`src/rtl/bits_pkg.sv`:
```
// Shared widths and FSM state type for the bit-fetch controller.
// The PF_LOAD state is used only when BITS_FETCH_PREFETCH_EN is defined.
package bits_pkg;

  localparam int unsigned DATA_W = 32;
  localparam int unsigned LEN_W  = 4;
  localparam int unsigned OUT_W  = (1 << LEN_W) - 1;
  localparam int unsigned BUF_W  = DATA_W + OUT_W;
  localparam int unsigned CNT_W  = $clog2(BUF_W + 1);

  typedef enum logic [1:0] {
    IDLE,
    POP,
    LOAD,
    PF_LOAD
  } state_t;

endpackage

```
`src/rtl/bits_fetch_ctrl_if.sv`:
```
// FIFO-side and consumer-side handshake bundle for bits_fetch_ctrl.
// Modport slave is the controller; modport master is the FIFO/consumer side.
interface bits_fetch_ctrl_if;
  import bits_pkg::*;

  logic              fifo_empty;
  logic [DATA_W-1:0] fifo_dout;
  logic              fifo_pop;
  logic              reqin;
  logic [LEN_W-1:0]  reqlen;
  logic              reqready;
  logic              flush;
  logic              pushout;
  logic [LEN_W-1:0]  lenout;
  logic [OUT_W-1:0]  dataout;
  logic [CNT_W-1:0]  bitcount;

  modport slave (
    input  fifo_empty, fifo_dout, reqin, reqlen, flush,
    output fifo_pop, reqready, pushout, lenout, dataout, bitcount
  );

  modport master (
    output fifo_empty, fifo_dout, reqin, reqlen, flush,
    input  fifo_pop, reqready, pushout, lenout, dataout, bitcount
  );

endinterface

```
`src/rtl/bits_shift_buf.sv`:
```
// Residual bit buffer: valid bits are buf_q[count-1:0], oldest bit at the top.
// Append and extract may happen on the same edge; the extract then reads
// from the appended view so a straddling request is served in one step.
module bits_shift_buf
  import bits_pkg::*;
(
  input  logic              clock,
  input  logic              reset,
  input  logic              append,
  input  logic              extract,
  input  logic              flush,
  input  logic [LEN_W-1:0]  n,
  input  logic [DATA_W-1:0] din,
  output logic [OUT_W-1:0]  bits,
  output logic [CNT_W-1:0]  count
);

  localparam int unsigned MW = OUT_W + 1;

  logic [BUF_W-1:0] buf_q;
  logic [BUF_W-1:0] src;
  logic [BUF_W-1:0] shifted;
  logic [CNT_W-1:0] src_cnt;
  logic [CNT_W-1:0] rem_cnt;
  logic [MW-1:0]    mask;

  // Build the (optionally appended) source view and extract n bits from it
  always_comb begin
    src     = buf_q;
    src_cnt = count;
    if (append) begin
      src     = {buf_q[BUF_W-DATA_W-1:0], din};
      src_cnt = count + CNT_W'(DATA_W);
    end
    rem_cnt = src_cnt - CNT_W'(n);
    shifted = src >> rem_cnt;
    mask    = (MW'(1) << n) - MW'(1);
    bits    = shifted[OUT_W-1:0] & mask[OUT_W-1:0];
  end

  // Buffer and bit count update
  always_ff @(posedge clock) begin
    if (reset || flush) begin
      buf_q <= '0;
      count <= '0;
    end else begin
      if (append)
        buf_q <= src;
      if (extract)
        count <= rem_cnt;
      else if (append)
        count <= src_cnt;
    end
  end

endmodule

```
`src/rtl/bits_fetch_ctrl.sv`:
```
// Fetch controller between a 32-bit word FIFO and a 0..15-bit MSB-first
// consumer. Optional idle prefetch is enabled by BITS_FETCH_PREFETCH_EN.
module bits_fetch_ctrl
  import bits_pkg::*;
(
  input logic              clock,
  input logic              reset,
  bits_fetch_ctrl_if.slave bus
);

  state_t           state_q, state_d;
  logic [LEN_W-1:0] len_q, len_d;
  logic [LEN_W-1:0] ext_n;
  logic             do_append, do_extract, do_flush, push_d;
  logic             pushout_q;
  logic [LEN_W-1:0] lenout_q;
  logic [OUT_W-1:0] dataout_q;
  logic [OUT_W-1:0] ext_bits;
  logic [CNT_W-1:0] bitcount_w;
  logic             hit;

  bits_shift_buf u_buf (
    .clock   (clock),
    .reset   (reset),
    .append  (do_append),
    .extract (do_extract),
    .flush   (do_flush),
    .n       (ext_n),
    .din     (bus.fifo_dout),
    .bits    (ext_bits),
    .count   (bitcount_w)
  );

  assign hit          = CNT_W'(bus.reqlen) <= bitcount_w;
  assign bus.pushout  = pushout_q;
  assign bus.lenout   = lenout_q;
  assign bus.dataout  = dataout_q;
  assign bus.bitcount = bitcount_w;

  // Next state, handshake and buffer controls
  always_comb begin
    state_d        = state_q;
    len_d          = len_q;
    ext_n          = len_q;
    do_append      = 1'b0;
    do_extract     = 1'b0;
    do_flush       = 1'b0;
    push_d         = 1'b0;
    bus.fifo_pop   = 1'b0;
    bus.reqready   = 1'b0;
    unique case (state_q)
      IDLE: begin
        bus.reqready = !bus.flush;
        if (bus.flush) begin
          do_flush = 1'b1;
        end else if (bus.reqin) begin
          len_d = bus.reqlen;
          if (hit) begin
            do_extract = 1'b1;
            ext_n      = bus.reqlen;
            push_d     = 1'b1;
          end else begin
            state_d = POP;
          end
        end
`ifdef BITS_FETCH_PREFETCH_EN
        else if (bitcount_w < CNT_W'(OUT_W) && !bus.fifo_empty) begin
          bus.fifo_pop = 1'b1;
          state_d      = PF_LOAD;
        end
`endif
      end
      POP: begin
        bus.fifo_pop = !bus.fifo_empty;
        if (!bus.fifo_empty)
          state_d = LOAD;
      end
      LOAD: begin
        do_append  = 1'b1;
        do_extract = 1'b1;
        push_d     = 1'b1;
        state_d    = IDLE;
      end
`ifdef BITS_FETCH_PREFETCH_EN
      PF_LOAD: begin
        do_append = 1'b1;
        state_d   = IDLE;
      end
`endif
      default: state_d = IDLE;
    endcase
  end

  // State, latched length and registered result outputs
  always_ff @(posedge clock) begin
    if (reset) begin
      state_q   <= IDLE;
      len_q     <= '0;
      pushout_q <= 1'b0;
      lenout_q  <= '0;
      dataout_q <= '0;
    end else begin
      state_q   <= state_d;
      len_q     <= len_d;
      pushout_q <= push_d;
      if (push_d) begin
        lenout_q  <= len_d;
        dataout_q <= ext_bits;
      end
    end
  end

endmodule

```
`src/flat_wrapper.sv`:
```
// flat-port wrapper written by rule: the top's interface ports become plain ports
module bits_fetch_ctrl_flat import bits_pkg::*;
  (clock, reset, bus_fifo_empty, bus_fifo_dout, bus_reqin, bus_reqlen, bus_flush, bus_fifo_pop, bus_reqready, bus_pushout, bus_lenout, bus_dataout, bus_bitcount);
  bits_fetch_ctrl_if bus_i ();
  input logic clock;
  input logic reset;
  input wire logic [$bits(bus_i.fifo_empty)-1:0] bus_fifo_empty;
  input wire logic [$bits(bus_i.fifo_dout)-1:0] bus_fifo_dout;
  input wire logic [$bits(bus_i.reqin)-1:0] bus_reqin;
  input wire logic [$bits(bus_i.reqlen)-1:0] bus_reqlen;
  input wire logic [$bits(bus_i.flush)-1:0] bus_flush;
  output wire logic [$bits(bus_i.fifo_pop)-1:0] bus_fifo_pop;
  output wire logic [$bits(bus_i.reqready)-1:0] bus_reqready;
  output wire logic [$bits(bus_i.pushout)-1:0] bus_pushout;
  output wire logic [$bits(bus_i.lenout)-1:0] bus_lenout;
  output wire logic [$bits(bus_i.dataout)-1:0] bus_dataout;
  output wire logic [$bits(bus_i.bitcount)-1:0] bus_bitcount;
  assign bus_i.fifo_empty = bus_fifo_empty;
  assign bus_i.fifo_dout = bus_fifo_dout;
  assign bus_i.reqin = bus_reqin;
  assign bus_i.reqlen = bus_reqlen;
  assign bus_i.flush = bus_flush;
  assign bus_fifo_pop = bus_i.fifo_pop;
  assign bus_reqready = bus_i.reqready;
  assign bus_pushout = bus_i.pushout;
  assign bus_lenout = bus_i.lenout;
  assign bus_dataout = bus_i.dataout;
  assign bus_bitcount = bus_i.bitcount;
  bits_fetch_ctrl u_core (.clock(clock), .reset(reset), .bus(bus_i));
endmodule
```
`config.mk`:
```
export PLATFORM = sky130hd
export DESIGN_NAME = bits_fetch_ctrl_flat
export DESIGN_NICKNAME = d
export VERILOG_FILES = /design/src/rtl/bits_pkg.sv /design/src/rtl/bits_fetch_ctrl_if.sv /design/src/rtl/bits_shift_buf.sv /design/src/rtl/bits_fetch_ctrl.sv /design/src/flat_wrapper.sv
export SDC_FILE = /design/constraint.sdc
export NUM_CORES = 1
export LEC_CHECK = 0
export BUFFER_PORTS_ARGS = -buffer_cell sky130_fd_sc_hd__buf_2
export CAP_MARGIN = 10
export CORE_UTILIZATION = 60
export DETAILED_ROUTE_END_ITERATION = 10
export HOLD_SLACK_MARGIN = 0.03
export PLACE_DENSITY_LB_ADDON = 0.1
export SLEW_MARGIN = 30
export SYNTH_ARGS = -nofsm -noshare
export SYNTH_HDL_FRONTEND = slang
export SYNTH_SLANG_ARGS = --single-unit
```
`constraint.sdc`:
```
create_clock -name clock -period 6.01 [get_ports clock]
set_input_delay 0.3005 -clock clock [delete_from_list [all_inputs] [get_ports clock]]
set_output_delay 0.3005 -clock clock [all_outputs]
set_load 0.01 [all_outputs]
```
==> flow_summary.toml <==
[synth]
yosys-top-cells-area = "dfxtp_1, mux4_2, mux2i_1"
ys_warn_count = 0
synth_edf_count = 0
synth-simple-area-share = 0.183
synth_top_area_share = 0.239
synth_top_family_by_area = "multiplexers"
synth_area_um2 = 6620
syn-mean-instance-area_um2 = 9.07
synth.most_common_cell = "nor2_1"
synth_flop_cell = "dfxtp_1"
synth_adder_area_share = 0.0200
yosysUniqueCellTypes = 76
synth_top_cell_by_area = "dfxtp_1"
ys_ff_latch = 79
seq_area_frac_synth = 0.239
synth_nets = 781
synth_compound_area_frac = 0.173
syn_inst = 730
synthXorXnorAreaFrac = 0.0157
synth_common_cells = "nor2_1, nand2_1, dfxtp_1, mux2i_1, mux4_2"
ys_async_sr_fraction = 0
muxShareOfSynthArea = 0.312

[run_status]
status = "completed"

[power_and_ir_drop]
pwr_density_cell_nw_per_um2 = 219
vdd_drop_max_uv = 173
leakagePower_nw = 2.66

[route]
route.antenna.remaining_nets = 0
vias = 6513
drc_errors = 0
wire_per_inst_um = 23.9
dr.pass1.iters = 6
viasPerCell = 7.20
wirelength_um = 21600
drtIter0Drc = 839

[global_route]
grt_pass1_wl_um = 33900
grt_usage = 0.395
antenna_found_initial = 0
grt_pass1_vias = 6081
grt-ovfl-total = 0
grt_start_max_net_pins = 54

[clocking]
cts_sinks = 79
cts_tree = "yes"
clock_latency_ps = 390
max-clock-path-buffers = 2
cts_resized = 0
htree_levels = 3
clk_pin_slew_ps = 90
post-cts-setup-buffer-count = 0
numCtsBuffers = 9
root_buffer = "clkbuf_8"
cts_hold_buf = 0

[timing]
setup_tns_ps = 0
finalCriticalPeriod_ps = 5650
finalHoldViolCount = 0
final-setup-viol-count = 0
worst_slack_ps = 361
clock-skew-final_ps = 14.9
rsz0062_at_grt = "false"
max_slew_margin = 0.456
tightestPinTransition_ps = 817
clock.fmax_mhz = 177
finalMaxSlewViolations = 0
hold_slack_ps = 158
finalCritPeriodShare = 0.940

[layout]
syn_to_final_growth_pct = 8.88
nets = 814
antenna_cells = 0
fin_area_um2 = 7210
layout.cells.non_filler = 904
drive_gt1_frac = 0.243

[worst_setup_path]
max_stage_delay_ps = 570
start_kind = "flip-flop"
crit_chain = "inv_1 -> ha_1 -> nor4bb_1 -> and3_1 -> a21o_1 -> nand2_1 -> o21ai_0 -> ha_1 -> fa_1 -> inv_2 -> buf_12 -> mux4_2 -> mux2i_1 -> mux2i_1 -> a221oi_1 -> o221ai_1 -> a32o_1"
crit_family = "compound AO/OA/AOI/OAI gates"
critPathSlowestCell = "mux4_2"
critPathBufInv = 3
path_class = "flip-flop to flip-flop"
critPathRequiredTime_ps = 6280
crit_path_max_fanout = 26
cp.arrival_ps = 5920
end_kind = "flip-flop"

[placement]
portBuffers = 68
dp_slack_ps = 404
gp_congestion = 0.996
dpl_cell_area_um2 = 7030
hpwl_um = 16000
placed_cells = 888

[floorplanning]
initial_core_util = 0.630
pin_count = 69
die_w_um = 107
dieHeight_um = 107
core_um2 = 10500
row_count = 37
dieArea_um2 = 11500

[flow_run]
drv_cap = 0

[worst_hold_path]
worstHoldPathType = "input port to flip-flop"
tightest hold or removal path: stages:
cell and delay (ps):
buf_2 110, nand2_1 50, a21oi_1 50
metrics by stage:
step                       util  total power, mW
after global placement    0.667             1.18
after detailed placement  0.669             1.19
final                     0.686             1.58
after floorplan               -             1.03
after CTS                 0.686             1.56
after global routing      0.686             1.65
worst paths after layout:
path / startpoint / end / slack [ps] / depth (start not counted)
worst min register to register: u_core.bus.dataout[14] / u_core.bus.dataout[14] / 470 / 1
worst max-delay path: u_core.u_buf.count[3] / u_core.bus.dataout[2] / 360 / 17
worst min-delay path: bus_fifo_dout[4] / u_core.u_buf.buf_q[4] / 160 / 3
worst max register to register: u_core.u_buf.count[3] / u_core.bus.dataout[2] / 360 / 17
flip-flops by register name (all words and copies together), names as in the netlist:
register and flops:
u_core.bus.dataout 15, u_core.bus.lenout 4, u_core.bus.pushout 1, u_core.len_q 4, u_core.state_q 2, u_core.u_buf.buf_q 47
u_core.u_buf.count 6
routing by layer:
layer  GRT usage  routed length (um)  vias to the layer above
li1            -                   -                     2874
met3       0.103                2670                       73
met1       0.549                8720                     3098
met5           0                   0                        -
met4       0.183                 851                        0
met2       0.573                9350                      468
cell families (layout without fill, tap and decap cells):
family,count (synthesis),in the layout
fa+ha+maj,10,10
flops,79,79
compound gates,160,160
mux,136,136
xor+xnor,8,8
simple gates,258,258
buf+inv,79,117
area by class of cell:
type / count / area, um^2
multi-input combinational: 572 / 4700
fill: 853 / 3300
sequential: 79 / 1580
timing repair buffer: 89 / 543
tap: 136 / 170
clock buffer: 11 / 131
inverter: 12 / 45.0
clock inverter: 5 / 42.5
placed cells by master (no fill, tap or decap), types with 4 or more instances in the layout:
master,instances
a2111oi_0,13
a211oi_1,19
a21o_1,4
a21oi_1,46
a221oi_1,5
a22oi_1,6
a2bb2oi_1,4
a31oi_1,5
a32o_1,4
a32oi_1,6
and3_1,5
and3b_1,12
buf_2,68
buf_4,18
clkbuf_8,9
dfxtp_1,79
ha_1,9
inv_1,11
mux2_2,16
mux2i_1,66
mux4_2,51
nand2_1,83
nand2b_1,5
nand3_1,21
nand4_1,4
nor2_1,85
nor2b_1,4
nor3_1,13
nor4_1,4
o211ai_1,4
o21ai_0,13
o22ai_1,4
or4_1,5
report_power, final:
part	total, mW	switching [mW]	internal [mW]
Sequential	0.539	0.00932	0.530
Combinational	0.664	0.419	0.246
Clock	0.375	0.221	0.154
Total	1.58	0.649	0.930
No activity file was read; power rests on OpenSTA's default activity.
